[config.mk]
export PLATFORM = sky130hd
export DESIGN_NAME = display_scan_driver
export DESIGN_NICKNAME = d
export VERILOG_FILES = /design/src/rtl/display_scan_driver.sv
export SDC_FILE = /design/constraint.sdc
export NUM_CORES = 1
export LEC_CHECK = 0
export BUFFER_PORTS_ARGS = -buffer_cell sky130_fd_sc_hd__buf_2
export CORE_UTILIZATION = 55
export CTS_BUF_LIST = sky130_fd_sc_hd__clkbuf_8
export CTS_CLUSTER_DIAMETER = 60
export DETAILED_ROUTE_END_ITERATION = 10
export PLACE_DENSITY = 0.74
export SYNTH_ARGS = -nofsm -noshare
export SYNTH_HDL_FRONTEND = slang
export SYNTH_SLANG_ARGS = --single-unit
[constraint.sdc]
create_clock -name clk -period 6.3 [get_ports clk]
set_input_delay 0.945 -clock clk [delete_from_list [all_inputs] [get_ports clk]]
set_output_delay 0.945 -clock clk [all_outputs]
set_load 0.05 [all_outputs]
[src/rtl/display_scan_driver.sv]
// display_scan_driver: glyph buffer with 7-segment decode, scroll/blink
// and time-multiplexed scan of common-anode digits plus parallel frame.
module display_scan_driver #(
    parameter int N_DIGITS   = 4,
    parameter int BUF_DEPTH  = 8,
    parameter int SCAN_DIV   = 1000,
    parameter int SCROLL_DIV = 64,
    parameter int BLINK_DIV  = 32
) (
    input  logic                       clk,
    input  logic                       rst_n,
    input  logic                       clear,
    input  logic                       wr_en,
    input  logic [4:0]                 wr_glyph,
    output logic                       full,
    output logic [$clog2(BUF_DEPTH):0] len,
    input  logic                       scroll_en,
    input  logic                       blink_en,
    output logic [6:0]                 seg,
    output logic [N_DIGITS-1:0]        an,
    output logic [7*N_DIGITS-1:0]      frame
);
    localparam int LW = $clog2(BUF_DEPTH) + 1;
    localparam int AW = (BUF_DEPTH > 1) ? $clog2(BUF_DEPTH) : 1;
    localparam int PW = LW + 1;
    localparam int SW = $clog2(SCAN_DIV);
    localparam int DW = (N_DIGITS > 1) ? $clog2(N_DIGITS) : 1;
    localparam int RW = (SCROLL_DIV > 1) ? $clog2(SCROLL_DIV) : 1;
    localparam int BW = (BLINK_DIV > 1) ? $clog2(BLINK_DIV) : 1;
    localparam logic [6:0] BLANK = 7'h7F;

    logic [4:0]            buf_q [BUF_DEPTH];
    logic [4:0]            buf_d [BUF_DEPTH];
    logic [LW-1:0]         len_q, len_d;
    logic [LW-1:0]         off_q, off_d;
    logic [SW-1:0]         cnt_q, cnt_d;
    logic [DW-1:0]         dig_q, dig_d;
    logic [RW-1:0]         scr_q, scr_d;
    logic [BW-1:0]         blk_q, blk_d;
    logic                  phase_q, phase_d;
    logic [6:0]            seg_q, seg_d;
    logic [N_DIGITS-1:0]   an_q, an_d;
    logic [7*N_DIGITS-1:0] frame_q, frame_d;
    logic [6:0]            win [N_DIGITS];
    logic [PW-1:0]         pos;
    logic                  full_w, wr_ok, tick, scrolling;

    function automatic logic [6:0] glyph_seg(input logic [4:0] g);
        logic [6:0] s;
        case (g)
            5'h00: s = 7'b0000001;
            5'h01: s = 7'b1001111;
            5'h02: s = 7'b0010010;
            5'h03: s = 7'b0000110;
            5'h04: s = 7'b1001100;
            5'h05: s = 7'b0100100;
            5'h06: s = 7'b0100000;
            5'h07: s = 7'b0001111;
            5'h08: s = 7'b0000000;
            5'h09: s = 7'b0000100;
            5'h0A: s = 7'b0001000;
            5'h0B: s = 7'b1100000;
            5'h0C: s = 7'b0110001;
            5'h0D: s = 7'b1000010;
            5'h0E: s = 7'b0110000;
            5'h0F: s = 7'b0111000;
            5'h11: s = 7'b1111110;
            5'h12: s = 7'b0011000;
            5'h13: s = 7'b1110001;
            5'h14: s = 7'b1100010;
            5'h15: s = 7'b1101010;
            5'h16: s = 7'b1111010;
            5'h17: s = 7'b1000001;
            default: s = BLANK;
        endcase
        return s;
    endfunction

    // Append accepted glyphs; clear overrides any write in the same cycle.
    always_comb begin
        full_w = (len_q == LW'(BUF_DEPTH));
        wr_ok  = wr_en && !full_w && !clear;
        buf_d  = buf_q;
        len_d  = len_q;
        if (clear) begin
            len_d = '0;
        end else if (wr_ok) begin
            buf_d[len_q[AW-1:0]] = wr_glyph;
            len_d = len_q + LW'(1);
        end
    end

    // Digit dwell counter, digit index and the end-of-frame tick.
    always_comb begin
        cnt_d = cnt_q + SW'(1);
        dig_d = dig_q;
        tick  = 1'b0;
        if (cnt_q == SW'(SCAN_DIV - 1)) begin
            cnt_d = '0;
            if (dig_q == DW'(N_DIGITS - 1)) begin
                dig_d = '0;
                tick  = 1'b1;
            end else begin
                dig_d = dig_q + DW'(1);
            end
        end
    end

    // Scroll offset walks 0..len (the extra slot is the blank separator).
    always_comb begin
        scrolling = scroll_en && (len_q > LW'(N_DIGITS));
        off_d = off_q;
        scr_d = scr_q;
        if (clear || !scrolling) begin
            off_d = '0;
            scr_d = '0;
        end else if (tick) begin
            if (scr_q == RW'(SCROLL_DIV - 1)) begin
                scr_d = '0;
                off_d = (off_q == len_q) ? '0 : off_q + LW'(1);
            end else begin
                scr_d = scr_q + RW'(1);
            end
        end
    end

    // Blink phase: frame-counted toggle, held "on" while disabled.
    always_comb begin
        phase_d = phase_q;
        blk_d   = blk_q;
        if (!blink_en) begin
            phase_d = 1'b1;
            blk_d   = '0;
        end else if (tick) begin
            if (blk_q == BW'(BLINK_DIV - 1)) begin
                blk_d   = '0;
                phase_d = !phase_q;
            end else begin
                blk_d = blk_q + BW'(1);
            end
        end
    end

    // Visible window; short messages pad with blanks instead of wrapping.
    always_comb begin
        pos = '0;
        for (int i = 0; i < N_DIGITS; i++) begin
            pos = PW'(off_q) + PW'(i);
            if (len_q > LW'(N_DIGITS) && pos >= PW'(len_q) + PW'(1))
                pos = pos - (PW'(len_q) + PW'(1));
            if (pos >= PW'(len_q))
                win[i] = BLANK;
            else
                win[i] = glyph_seg(buf_q[pos[AW-1:0]]);
        end
    end

    // Next parallel frame and scanned digit drive.
    always_comb begin
        frame_d = '0;
        for (int i = 0; i < N_DIGITS; i++)
            frame_d[7*(N_DIGITS-1-i) +: 7] = win[i];
        if (phase_q) begin
            seg_d = win[dig_q];
            an_d  = ~(N_DIGITS'(1) << dig_q);
        end else begin
            seg_d = BLANK;
            an_d  = '1;
        end
    end

    // State and registered outputs.
    always_ff @(posedge clk or negedge rst_n) begin
        if (!rst_n) begin
            for (int i = 0; i < BUF_DEPTH; i++) buf_q[i] <= '0;
            len_q   <= '0;
            off_q   <= '0;
            cnt_q   <= '0;
            dig_q   <= '0;
            scr_q   <= '0;
            blk_q   <= '0;
            phase_q <= 1'b1;
            seg_q   <= BLANK;
            an_q    <= '1;
            frame_q <= '1;
        end else begin
            buf_q   <= buf_d;
            len_q   <= len_d;
            off_q   <= off_d;
            cnt_q   <= cnt_d;
            dig_q   <= dig_d;
            scr_q   <= scr_d;
            blk_q   <= blk_d;
            phase_q <= phase_d;
            seg_q   <= seg_d;
            an_q    <= an_d;
            frame_q <= frame_d;
        end
    end

    assign full  = full_w;
    assign len   = len_q;
    assign seg   = seg_q;
    assign an    = an_q;
    assign frame = frame_q;

endmodule

======== Word-level counts from Yosys, hierarchy flattened ========
Memory sizes are Yosys's and may differ from the RTL's.
Cells that the tools add are included.
operators by class
  add/sub/neg operators ................... 14
  order comparisons ....................... 16
  equal/unequal tests ..................... 8
  shifts and indexed selects .............. 1
  muxes and demuxes ....................... 47
  bitwise gates (word level) .............. 8
  reduce and logical (&&, ||, !) cells .... 19
operator list
  cell                   number
  $mux 5                 16
  $bmux 5 s3             4
  $mux 7                 7
  $bwmux 40              1
  $mux 4                 7
  $ge 4x4->1 const B     5
  $ge 5x4->1             4
  $not 3->4              5
  $mux 6                 3
  $demux 5 s3            1
  $ge 5x5->1             3
  $sub 5x5->5            3
  $bmux 7 s2             1
  $add 10x1->10 const B  1
  $add 4x1->5 const B    2
  $add 4x2->5 const B    2
  $eq 10x10->1 const B   1
  $mux 10                1
  $add 4x1->4 const B    2
  $logic_and 1x1->1      8
  $add 6x1->6 const B    1
  $eq 6x6->1 const B     1
  $reduce_and 2->1       3
  $reduce_bool 2->1      3
  other kinds (20)       28
word-level totals
  bits in registers ....................... 111
  bits in read-only memories .............. 896
  bits of input ports ..................... 11
  output and inout bits ................... 44
  word-level logic and storage cells ...... 135
  memories kept ........................... 4
memory list
  name              words  bits a word  rd ports  clocked after memory_dff  write ports  RTL line  RTL
  (name not given)  32     7            1         0                         0            50        case (g)
  (name not given)  32     7            1         0                         0            50
  (name not given)  32     7            1         0                         0            50
  (name not given)  32     7            1         0                         0            50

======== Logic depth before layout (Yosys ltp) ========
Gate-level depths: netlist of run 1.
An unclocked memory read counts as a cell.
  word-level depth ........................ 14
  gate-level depth with buffers ........... 26
  depth with buffers taken out ............ 24

======== Least setup slack after synthesis of run 1 ========
No wires, ideal clock.
  kind .................................... reg-to-reg
  from .................................... register len_q[0], in the netlist len[0]
  to ...................................... register seg_q[5], in the netlist seg[5]
  library setup time ...................... 0.084 ns
  data arrival time ....................... 5.668 ns
  data required time ...................... 6.216 ns
  setup slack ............................. 0.548 ns
  stages on the path, launching flop included .. 20
  buffers on the path ..................... 1
  period minus slack after synthesis ...... 5.752 ns
  path through ............................ dfrtp_1 > buf_2 > inv_1 > ha_1 > inv_1 > ha_1 > inv_1 > a21oi_1 > maj3_2 > o221ai_1 > a211oi_2 > mux4_2 > mux2i_1 > inv_1 > ha_1 > nand3b_1 > o21ai_0 > o31a_1 > a221o_1 > a311o_1
between the ends
  cells in the longest elaborated chain, start to end .. 14
  elaborated cells on any way between the ends .. 50
  those cells by class .................... add/sub: 5; order compare: 9; mux: 24; bitwise: 4; reduce/logical: 4; memory: 4
ends and longest elaborated chain
  what                                           RTL line  RTL
  start: declaration                             34        logic [LW-1:0] len_q, len_d;
  start signal: assignment                       188       len_q <= len_d;
  $add 4x1->5                                    149, 150
  $ge 4x5->1                                     149       if (len_q > LW'(N_DIGITS) && pos >= PW'(len_q) + PW'(1))
  $logic_and 1x1->1                              149
  $mux 5                                         149
  $not 3->4 (implied by the code)                154       win[i] = glyph_seg(buf_q[pos[AW-1:0]]);
  $bmux 5 s3                                     154
  $mux 5 (implied by the code) (2 in a row)      154
  $mem_v2 32x7                                   n/a
  $mux 7 (*)                                     151       if (pos >= PW'(len_q))
  named net frame_d[26]                          43        logic [7*N_DIGITS-1:0] frame_q, frame_d;
  $bmux 7 s2 (*)                                 164       seg_d = win[dig_q];
  $mux 7 (implied by the code) (*) (2 in a row)  164
  $mux 7 (*)                                     163       if (phase_q) begin
  named net seg_d[5]                             41        logic [6:0] seg_q, seg_d;
  end signal: assignment                         195       seg_q <= seg_d;
  end: declaration                               41
The timed path passes the listed nets; every way through them passes the cells marked *. The select of a mux whose other input is x is not followed.
A chain may end at the register's enable or synchronous reset.

======== Final worst setup path of run 1 ========
  from .................................... register len_q[1], in the netlist len[1]
  to ...................................... register seg_q[5], in the netlist seg[5]
The elaborated chain is that of the path after synthesis.

==> results of run 1 <==
==> synthesized netlist by cell type (5+ instances only) <==
| cell type | n |
|---|---|
| nand3_1 | 25 |
| o31ai_1 | 5 |
| or3_1 | 9 |
| a221o_1 | 9 |
| xnor2_1 | 24 |
| nand3b_1 | 6 |
| o21ai_0 | 42 |
| a31oi_1 | 5 |
| a21o_1 | 11 |
| dfstp_2 | 40 |
| a21boi_0 | 6 |
| o211ai_1 | 7 |
| nor3_1 | 19 |
| nor2b_1 | 7 |
| inv_1 | 38 |
| o2111ai_1 | 5 |
| and2_1 | 5 |
| mux2i_1 | 46 |
| and3_1 | 15 |
| o221ai_1 | 6 |
| mux2_2 | 53 |
| nand4_1 | 9 |
| a21oi_1 | 65 |
| mux4_2 | 17 |
| inv_2 | 5 |
| ha_1 | 69 |
| nor2_1 | 62 |
| dfrtp_1 | 71 |
| buf_2 | 14 |
| o21a_1 | 6 |
| nand2_1 | 103 |
| xor2_1 | 15 |
| clkbuf_1 | 19 |
| nand2b_1 | 11 |
==> stage by stage <==
step	setup WS [ps]	hold slack [ps]	total power [W]	utilization, %	cells
global placement	561	470	0.00199	60.3	1219
detailed placement	419	476	0.00200	60.3	1219
floorplan	548	448	0.00173	-	967
finish	407	499	0.00243	61.5	1235
global route	23.7	528	0.00257	61.5	1235
CTS	335	494	0.00241	61.4	1235
==> path summary, 6_finish.rpt <==
kind | depth (start not counted) | slack (ps) | from | endpoint
setup / recovery | 18 | 410 | len[1] | seg[5]
hold / removal | 1 | 500 | cnt_q[0] | cnt_q[0]
setup reg to reg | 18 | 410 | len[1] | seg[5]
hold reg to reg | 1 | 500 | cnt_q[0] | cnt_q[0]
max in group asynchronous | 2 | 4600 | rst_n | dig_q[1]
min in group asynchronous | 1 | 550 | rst_n | scr_q[4]
==> metal layers <==
| layer | track usage [%] | part of all wire [%] |
|---|---|---|
| met5 | 0 | 0 |
| met4 | 11.2 | 2.7 |
| met3 | 5.76 | 7.2 |
| met2 | 45.3 | 45 |
| met1 | 39.4 | 45 |
==> cell type report <==
cell class | instances | area, µm²
Clock buffer | 9 | 124
Clock inverter | 7 | 52.6
Fill cell | 1336 | 6180
Inverter | 46 | 180
Multi-Input combinational cell | 772 | 6000
Sequential cell | 111 | 2830
Tap cell | 216 | 270
Timing Repair Buffer | 74 | 423
==> critical path: stages (launching register included) <==
cell and delay [ps]:
dfrtp_1 530, inv_1 200, ha_1 460, inv_1 190, ha_1 350, inv_1 60
a21oi_1 270, maj3_2 390, o31ai_2 120, xnor2_2 480, mux4_2 570, o221ai_1 490
inv_1 200, ha_1 370, mux2_2 160, o21ai_0 60, o31a_1 270, a221o_1 320
a311o_1 320
==> power breakdown <==
group,internal [W],switching [W],total [W]
logic,0.000432,0.000682,0.00111
clock network,0.000148,0.000258,0.000406
registers,0.000813,0.0000937,0.000907
total,0.00139,0.00103,0.00243
==> kinds of logic (layout without fill, tap and decap cells) <==
logic type                 count (synthesis)  after routing  share of synthesized area [%]
and+or+nand+nor                          292            292                           15.3
AOI/OAI and AO/OA                        241            241                           18.5
muxes                                    119            119                           16.2
DFF                                      111            111                           30.8
buffers and inverters                     84            136                           3.86
adders and majority gates                 77             77                           10.7
xor gates and xnor gates                  43             43                           4.56
==> state kept, by name, summed over array words and instances (netlist names) <==
register and count:
scr_q 6, len 4, blk_q 5, seg 7, frame 28, cnt_q 10
phase_q 1, buf_q 40, dig_q 2, an 4, off_q 4
==> timing repair <==
action                                 CTS  global route
resized for setup                        0             3
setup endpoints to repair                0             4
endpoints found under the hold margin    0             0
==> metrics.md, run 1 <==
| Metric | Value |
|---|---|
| Status | finished, final reports clean |
| Initial drt markers | approximately 750 |
| CTS tree | yes |
| Req. time, crit path | approximately 6600 ps |
| Clock Skews | approximately 14 ps |
| Core area | approximately 16,000 µm² |
| Total wire length | roughly 24,000 µm |
| Largest net degree at the start of global routing | 62 |
| Asr flop ratio synth | 100% |
| Clock buffer count from CTS | 9 |
| Tot GR Track Use | between 20% and 30% |
| Post-CTS Setup Inserts | 0 |
| Max IR drop VDD | about 0.20 mV |
| Die extent in y | ~130 µm |
| Per-cell routed wire length | ~19 µm |
| Site row count | 46 |
| Die area | 17,200 µm² |
| Max_slew headroom | about 36% |
| Most frequent cells in the layout | nand2_1, dfrtp_1, ha_1 |
| Port Buffers | 54 |
| Max cap viols | 0 |
| GPL Wtd Cong | 0.935 |
| Layout cells sized above 1 | between 20% and 30% |
| Pre-antenna DRT Iters | 5 |
| Via density | roughly 6.4 |
| Syn avg cell area | between 9 and 10 µm² |
| Clock transition at path regs | around 110 ps |
| Tightest Pin Transition | around 950 ps |
| Syn Inst Count | 967 |
| FMAX | roughly 170 MHz |
| Number of global-route vias before repair | about 7,200 |
| CP Launch Type | register |
| Sequential-to-total area share from yosys stat | a little under a third |
| CTS root buf | clkbuf_8 |
| Setup CP Type | reg -> reg |
| Hold-fix buffers, CTS | 0 |
| CTS max path bufs | 2 |
| Placed Area | approximately 9700 µm² |
| Initial Util | a little under three fifths |
| Mapped Nets | between 1,000 and 1,500 |
| Drt drc | 0 |
| Synth area leader | dfrtp_1 |
| Commonest non-fill, non-tap cell in the layout | nand2_1 |
| Sink Count | roughly 110 |
| Pwr per Cell Area | ~250 nW/µm² |
| Top-Level Pins | between 50 and 60 |
| Die width | about 130 µm |
| Leak | between 4 and 5 nW |
| Fin crit share | slightly above 90% |
| Final hold vios | 0 |
| Post-Syn Area | between 9000 and 10,000 µm² |
| HPWL after detailed placement | approximately 18,000 µm |
| GR Overflow Total | 0 |
| Fin Setup TNS | 0 ps |
| Max Transition Viols Final | 0 |
| Initial antenna violation count | 0 |
| RSZ-0062 raised after global routing | no |
| Final Cell Area | slightly below 10,000 µm² |
| Setup-failing EPs final | 0 |
| Yosys warnings | 0 |
| Register bit total from synthesis | roughly 110 |
| First-pass GRT wire length | about 38,000 µm |
| WP data arrival | approximately 6200 ps |
| Yosys top cell area share | 19.4% |
| Area contributors post-synth | dfrtp_1, dfstp_2, ha_1, mux2_2, mux2i_1 |
| Number of antenna diodes | 0 |
| Crit path time final | between 5000 and 6000 ps |
| Synth cell types | 93 |
| Nets | around 1,100 |
| Clock latency at the later pin of the worst-skew pair | 400 ps |
| Synth-to-layout area growth | 7.75% |
| Crit. End Element | register |
| Post-DRT Antenna Nets | 0 |
| Max Fanout on Critical Path | 10 |
| H-tree Lvls | 3 |
| Via count | just under 8,000 |
| Tightest Hold Check Type | reg -> reg |
| Most common flop cell mapped by yosys | dfrtp_1 |
| Number of synthesized flops with an enable pin | 0 |
(Power assumes the default switching activity.)
==> run 2: changes to the inputs <==
Settings changed: CORE_MARGIN from default to 8.
==> run 2 against run 1 <==
  * Sequential power is essentially flat
  * Critical path type unchanged
  * Combinational power about the same
  * Die area grew 22%
  * Setup slack lost 5.7 ps
  * Flip-flop and latch count unchanged
  * Clock power is 6.4% higher
  * Core utilization shrank 1.2 points
  * Routed wire length grew 1.4%
  * Count of clock-buffer cells in the layout did not move
==> metrics.md, run 2 (synthesis gave the netlist of run 1 again) <==
| Metric | Value |
|---|---|
| RSZ-0062 raised after global routing | no (unchanged) |
| R2R setup slack | 400 ps (was 410 ps) |
| CTS root buf | clkbuf_8 (unchanged) |
| Hold-fix buffers, CTS | 0 (unchanged) |
| Synth-to-layout area growth | 8.26% (was 7.75%) |
| First-pass GRT wire length | 39,700 µm (was 37,700 µm) |
| Initial Util | 55.7% (was 57.1%) |
| Req. time, crit path | 6630 ps (about the same) |
| Hold path start | cnt_q[9] (was cnt_q[0]) |
| Post-DRT Antenna Nets | 0 (unchanged) |
| Drt drc | 0 (unchanged) |
| Pint | 0.00140 W (was 0.00139 W) |
| CP Launch Type | register (unchanged) |
| Commonest non-fill, non-tap cell in the layout | nand2_1 (unchanged) |
| Tot GR Track Use | 22.9% (was 28.9%) |
| Per-cell routed wire length | 19.5 µm (was 19.4 µm) |
| Clock latency at the later pin of the worst-skew pair | 400 ps (about the same) |
| Max incr delay on CP | 570 ps (about the same) |
| Setup ws final | 402 ps (was 407 ps) |
| Post-CTS Setup Inserts | 0 (unchanged) |
| P_sw | 0.00105 W (was 0.00103 W) |
| Max Transition Viols Final | 0 (unchanged) |
| Comb pwr share | 45.5% (was 45.9%) |
| FF-to-FF path depth | 18 (unchanged) |
| Setup-failing EPs final | 0 (unchanged) |
| Core area | 16,500 µm² (was 16,100 µm²) |
| Via density | 6.31 (was 6.37) |
| Hold depth | 1 (unchanged) |
| Post-placement setup slack | 431 ps (was 419 ps) |
| CTS tree | yes (unchanged) |
| Sw Ratio | 42.8% (was 42.6%) |
| WP data arrival | 6230 ps (about the same) |
| CTS max path bufs | 2 (unchanged) |
| Leak | 4.28 nW (was 4.26 nW) |
| Clock transition at path regs | 120 ps (was 110 ps) |
| Crit path time final | 5900 ps (was 5890 ps) |
| Tot Pwr | 0.00245 W (was 0.00243 W) |
| Pre-antenna DRT Iters | 6 (was 5) |
| Total wire length | 24,300 µm (was 23,900 µm) |
| Final hold vios | 0 (unchanged) |
| Fin Setup TNS | 0 ps (unchanged) |
| Reg-to-reg startpoint | len[1] (unchanged) |
| HPWL after detailed placement | 18,700 µm (was 18,300 µm) |
| Biggest register | buf_q (unchanged) |
| Sink Count | 111 (unchanged) |
| Max Fanout on Critical Path | 10 (unchanged) |
| Tightest Hold Check Type | reg -> reg (unchanged) |
| Initial drt markers | 762 (was 754) |
| FMAX | 170 MHz (about the same) |
| Largest net degree at the start of global routing | 61 (was 62) |
| Die area | 21,100 µm² (was 17,200 µm²) |
| Initial antenna violation count | 0 (unchanged) |
| Nets | 1,102 (was 1,098) |
| Max_slew headroom | 43.3% (was 36.3%) |
| Pwr per Cell Area | 247 nW/µm² (was 246 nW/µm²) |
| Number of antenna diodes | 0 (unchanged) |
| Worst hold slack | 497 ps (was 499 ps) |
| Critical path's most frequent cell | inv_1 (unchanged) |
| Clock buffer count from CTS | 9 (unchanged) |
| Tightest Pin Transition | 851 ps (was 948 ps) |
| Worst R2R End | seg[5] (unchanged) |
| H-tree Lvls | 3 (unchanged) |
| Die width | 145 µm (was 131 µm) |
| Seq pwr share | 36.9% (was 37.4%) |
| Top-Level Pins | 55 (unchanged) |
| Number of global-route vias before repair | 7,417 (was 7,244) |
| Status | finished, final reports clean (unchanged) |
| Clock Skews | 15.7 ps (was 14.1 ps) |
| Layout cells sized above 1 | 23.6% (was 23.4%) |
| GPL Wtd Cong | 0.970 (was 0.935) |
| Max cap viols | 0 (unchanged) |
| Die extent in y | 145 µm (was 131 µm) |
| CP Launch Point | len[1] (unchanged) |
| Max IR drop VDD | 0.245 mV (was 0.200 mV) |
| GR Overflow Total | 0 (unchanged) |
| Setup CP Type | reg -> reg (unchanged) |
| Max FFs per register | 40 (unchanged) |
| Port Buffers | 54 (unchanged) |
| Crit. End Element | register (unchanged) |
| Fin crit share | 93.6% (was 93.5%) |
| Clock share of power | 17.6% (was 16.7%) |
| Worst-path cell chain | inv_1 > ha_1 > inv_1 > ha_1 > inv_1 > a21oi_1 > maj3_2 > o31ai_2 > xnor2_2 > mux4_2 > o221ai_1 > inv_1 > ha_1 > mux2_2 > o21ai_0 > o31a_1 > a221o_1 > a311o_1 (unchanged) |
| Via count | 7,842 (was 7,872) |
| Site row count | 47 (was 46) |
| CP max-delay cell | mux4_2 (unchanged) |
| Post-cts sizing count | 0 (unchanged) |
| Hold endpoint | cnt_q[9] (was cnt_q[0]) |
| Most frequent cells in the layout | nand2_1, dfrtp_1, ha_1 (unchanged) |
run 2: cell types whose count changed in the layout (fill, tap and decap cells not counted):
cell      delta
a21oi_4      -1
a21oi_2      +1
buf_4        +4
clkinv_8     +2
clkinv_2     -2
mux2i_1      +1
mux2i_2      -1
run 2: metal layers:
layer,global-route usage (%),routed length (µm)
met5,0,0
met4,7.50,569
met3,4.07,1680
met2,36.4,11300
met1,31.0,10800
run 2: worst max-delay path, delay by kind of cell, from the launching register on:
| kind | cells | cell delay, ps |
|---|---|---|
| muxes | 2 | 740 |
| adders and majority gates | 4 | 1600 |
| AOI/OAI and AO/OA | 7 | 1840 |
| DFF | 1 | 530 |
| buffers and inverters | 4 | 620 |
| xor gates and xnor gates | 1 | 510 |
run 2: through the flow:
stage,cell area [µm²],instances,utilization (%)
after floorplan,9170,967,-
after global placement,9720,1227,59.1
after detailed placement,9720,1227,59.1
after CTS,9920,1243,60.3
after global routing,9920,1243,60.3
final,9920,1243,60.3
run 2: layout make-up:
class,instances,area [µm²]
well taps,220,275
inverters,46,179
clock buffers,9,124
clock inverters,7,76.3
flip-flops and latches,111,2830
repair buffers,78,453
fillers,1433,6540
multi-input cells,772,5990
run 2: worst max path at each step:
stage	to	slack [ps]	depth (start not counted)
4_1_cts	seg[5]	410	18
2_1_floorplan	seg[5]	550	19
6_report	seg[5]	400	18
3_5_place_dp	seg[5]	430	18
5_1_grt	seg[5]	4	18
3_3_place_gp	seg[5]	650	18
run 2: power by group through the flow:
stage                     logic, W  clock network [W]  registers [W]
after global routing       0.00120           0.000471       0.000913
after global placement     0.00109                  0       0.000910
after detailed placement   0.00109                  0       0.000914
final                      0.00111           0.000432       0.000906
after CTS                  0.00110           0.000447       0.000900
after floorplan           0.000725                  0        0.00100
==> run 3: changes to the inputs <==
Clock period 6.3 ns to 6.5 ns, I/O delays scaled along.
==> run 3 against run 2 <==
  * Core utilization is 0.43 points lower
  * Flip-flop and latch count stayed put
  * Critical path depth is 1 higher
  * Via count is 1.6% higher
  * First-iteration DRC count is 17% higher
  * Global-route usage is 0.14 points lower
  * Clock skew is 0.58 ps lower
  * Setup slack better by 210 ps
==> metrics.md, run 3 (synthesis gave the netlist of run 1 again) <==
| Metric | Value |
|---|---|
| Req. time, crit path | 6840 ps (was 6630 ps) |
| Total wire length | 24,200 µm (was 24,300 µm) |
| Max Transition Viols Final | 0 (unchanged) |
| Worst R2R End | seg[3] (was seg[5]) |
| Fillers | 1,435 (was 1,433) |
| Clock buffer count from CTS | 9 (unchanged) |
| Pre-antenna DRT Iters | 6 (unchanged) |
| Hold endpoint | cnt_q[0] (was cnt_q[9]) |
| Max FFs per register | 40 (unchanged) |
| Most frequent cells in the layout | nand2_1, dfrtp_1, ha_1 (unchanged) |
| Post-DRT Antenna Nets | 0 (unchanged) |
| Fin Setup TNS | 0 ps (unchanged) |
| WP data arrival | 6230 ps (about the same) |
| Via density | 6.45 (was 6.31) |
| Fin crit share | 90.6% (was 93.6%) |
| Largest net degree at the start of global routing | 60 (was 61) |
| Crit. End Element | register (unchanged) |
| GR Overflow Total | 0 (unchanged) |
| Max_slew headroom | 36.2% (was 43.3%) |
| CTS tree | yes (unchanged) |
| Core area | 16,500 µm² (unchanged) |
| Leak | 4.25 nW (was 4.28 nW) |
| Clock latency at the later pin of the worst-skew pair | 400 ps (about the same) |
| Top-Level Pins | 55 (unchanged) |
| Status | finished, final reports clean (unchanged) |
| Tot GR Track Use | 22.7% (was 22.9%) |
| RSZ-0062 raised after global routing | no (unchanged) |
| Initial drt markers | 891 (was 762) |
| Via count | 7,966 (was 7,842) |
| Fin util | 59.8% (was 60.3%) |
| Biggest register | buf_q (unchanged) |
| Die width | 145 µm (unchanged) |
| CTS max path bufs | 2 (unchanged) |
| H-tree Lvls | 3 (unchanged) |
| Port Buffers | 54 (unchanged) |
| Tightest Hold Check Type | reg -> reg (unchanged) |
| HPWL after detailed placement | 18,500 µm (was 18,700 µm) |
| Number of antenna diodes | 0 (unchanged) |
| R2R setup slack | 610 ps (was 400 ps) |
| FF-to-FF path depth | 19 (was 18) |
| Hold path start | cnt_q[0] (was cnt_q[9]) |
| Setup-failing EPs final | 0 (unchanged) |
| Tightest Pin Transition | 950 ps (was 851 ps) |
| Max cap viols | 0 (unchanged) |
| Reg-to-reg startpoint | len[1] (unchanged) |
| Die extent in y | 145 µm (unchanged) |
| Pwr per Cell Area | 241 nW/µm² (was 247 nW/µm²) |
| Nets | 1,094 (was 1,102) |
| Max IR drop VDD | 0.244 mV (was 0.245 mV) |
| Commonest non-fill, non-tap cell in the layout | nand2_1 (unchanged) |
| Drt drc | 0 (unchanged) |
| Initial Util | 55.7% (unchanged) |
| Max Fanout on Critical Path | 19 (was 10) |
| Setup CP Type | reg -> reg (unchanged) |
| Clock transition at path regs | 120 ps (about the same) |
| Layout cells sized above 1 | 22.9% (was 23.6%) |
| First-pass GRT wire length | 39,700 µm (about the same) |
| Hold-fix buffers, CTS | 0 (unchanged) |
| CP Launch Type | register (unchanged) |
| Sink Count | 111 (unchanged) |
| GPL Wtd Cong | 1.03 (was 0.970) |
| Hold depth | 1 (unchanged) |
| CTS root buf | clkbuf_8 (unchanged) |
| Initial antenna violation count | 0 (unchanged) |
| Clock Skews | 15.1 ps (was 15.7 ps) |
| Synth-to-layout area growth | 7.49% (was 8.26%) |
| Final hold vios | 0 (unchanged) |
| Per-cell routed wire length | 19.6 µm (was 19.5 µm) |
| Site row count | 47 (unchanged) |
| Crit path time final | 5890 ps (was 5900 ps) |
| FMAX | 170 MHz (about the same) |
| Die area | 21,100 µm² (unchanged) |
| Number of global-route vias before repair | 7,342 (was 7,417) |
run 3: cell count changes in the layout (fill, tap and decap cells not counted), sizes merged:
| cell | change |
|---|---|
| inv | +1 |
| buf | -8 |
| clkinv | -1 |
run 3: what timing repair did:
item                                    in CTS  in global routing
setup buffers                                0                  0
endpoints found under the setup margin       0                  1
gates resized for setup                      0                  1
run 3: cell type report:
cell class              count  area [µm²]  area share (%)
inverters                  46         179            1.82
well taps                 220         275            2.79
flip-flops and latches    111        2830            28.7
clock buffers               9         124            1.26
multi-input cells         772        5990            60.8
clock inverters             7        66.3           0.673
repair buffers             70         393            3.99
run 3: critical path, stage by stage (launching register included):
cell      delay (ps)
dfrtp_1          520
inv_1            190
ha_1             470
inv_1            190
ha_1             320
nor2b_1          190
o21ai_0          150
a22oi_1          210
o21ai_1          130
a21oi_2          310
a31o_2           380
clkinv_2         330
mux4_2           540
mux2i_1          380
inv_1            210
ha_1             360
nand2_1           80
and4_1           240
o311ai_1         420
a31o_1           210
run 3: how the worst max path moves through the flow:
stage	slack, ps	endpoint	cells past startpoint	start
2_1_floorplan	750	seg[5]	19	len[0]
3_3_place_gp	710	seg[3]	19	len[1]
3_5_place_dp	620	seg[3]	19	len[1]
4_1_cts	570	seg[3]	19	len[1]
5_1_grt	100	seg[3]	19	len[1]
6_report	610	seg[3]	19	len[1]
run 3: layer usage:
metal | vias to the layer above | wire length [µm] | track usage, % | part of all wire [%]
met5 | - | 0 | 0 | 0
met4 | 0 | 424 | 6.09 | 1.8
met3 | 43 | 1840 | 3.54 | 7.6
met2 | 361 | 11400 | 36.7 | 47
met1 | 3903 | 10600 | 31.2 | 44
li1 | 3659 | - | - | -
run 3: where the power goes:
part	switching, W	internal (W)
combinational	0.000662	0.000411
clock	0.000264	0.000149
sequential	0.0000982	0.000788
run 3: through the flow:
step                      instances  hold WS, ps  cell area, µm²  total power, W  setup WS, ps
after global placement         1219          475            9660         0.00193           707
after floorplan                 967          448            9170         0.00167           748
after detailed placement       1219          482            9660         0.00194           616
final                          1235          495            9850         0.00237           609
after CTS                      1235          498            9850         0.00236           566
after global routing           1235          524            9850         0.00250           105
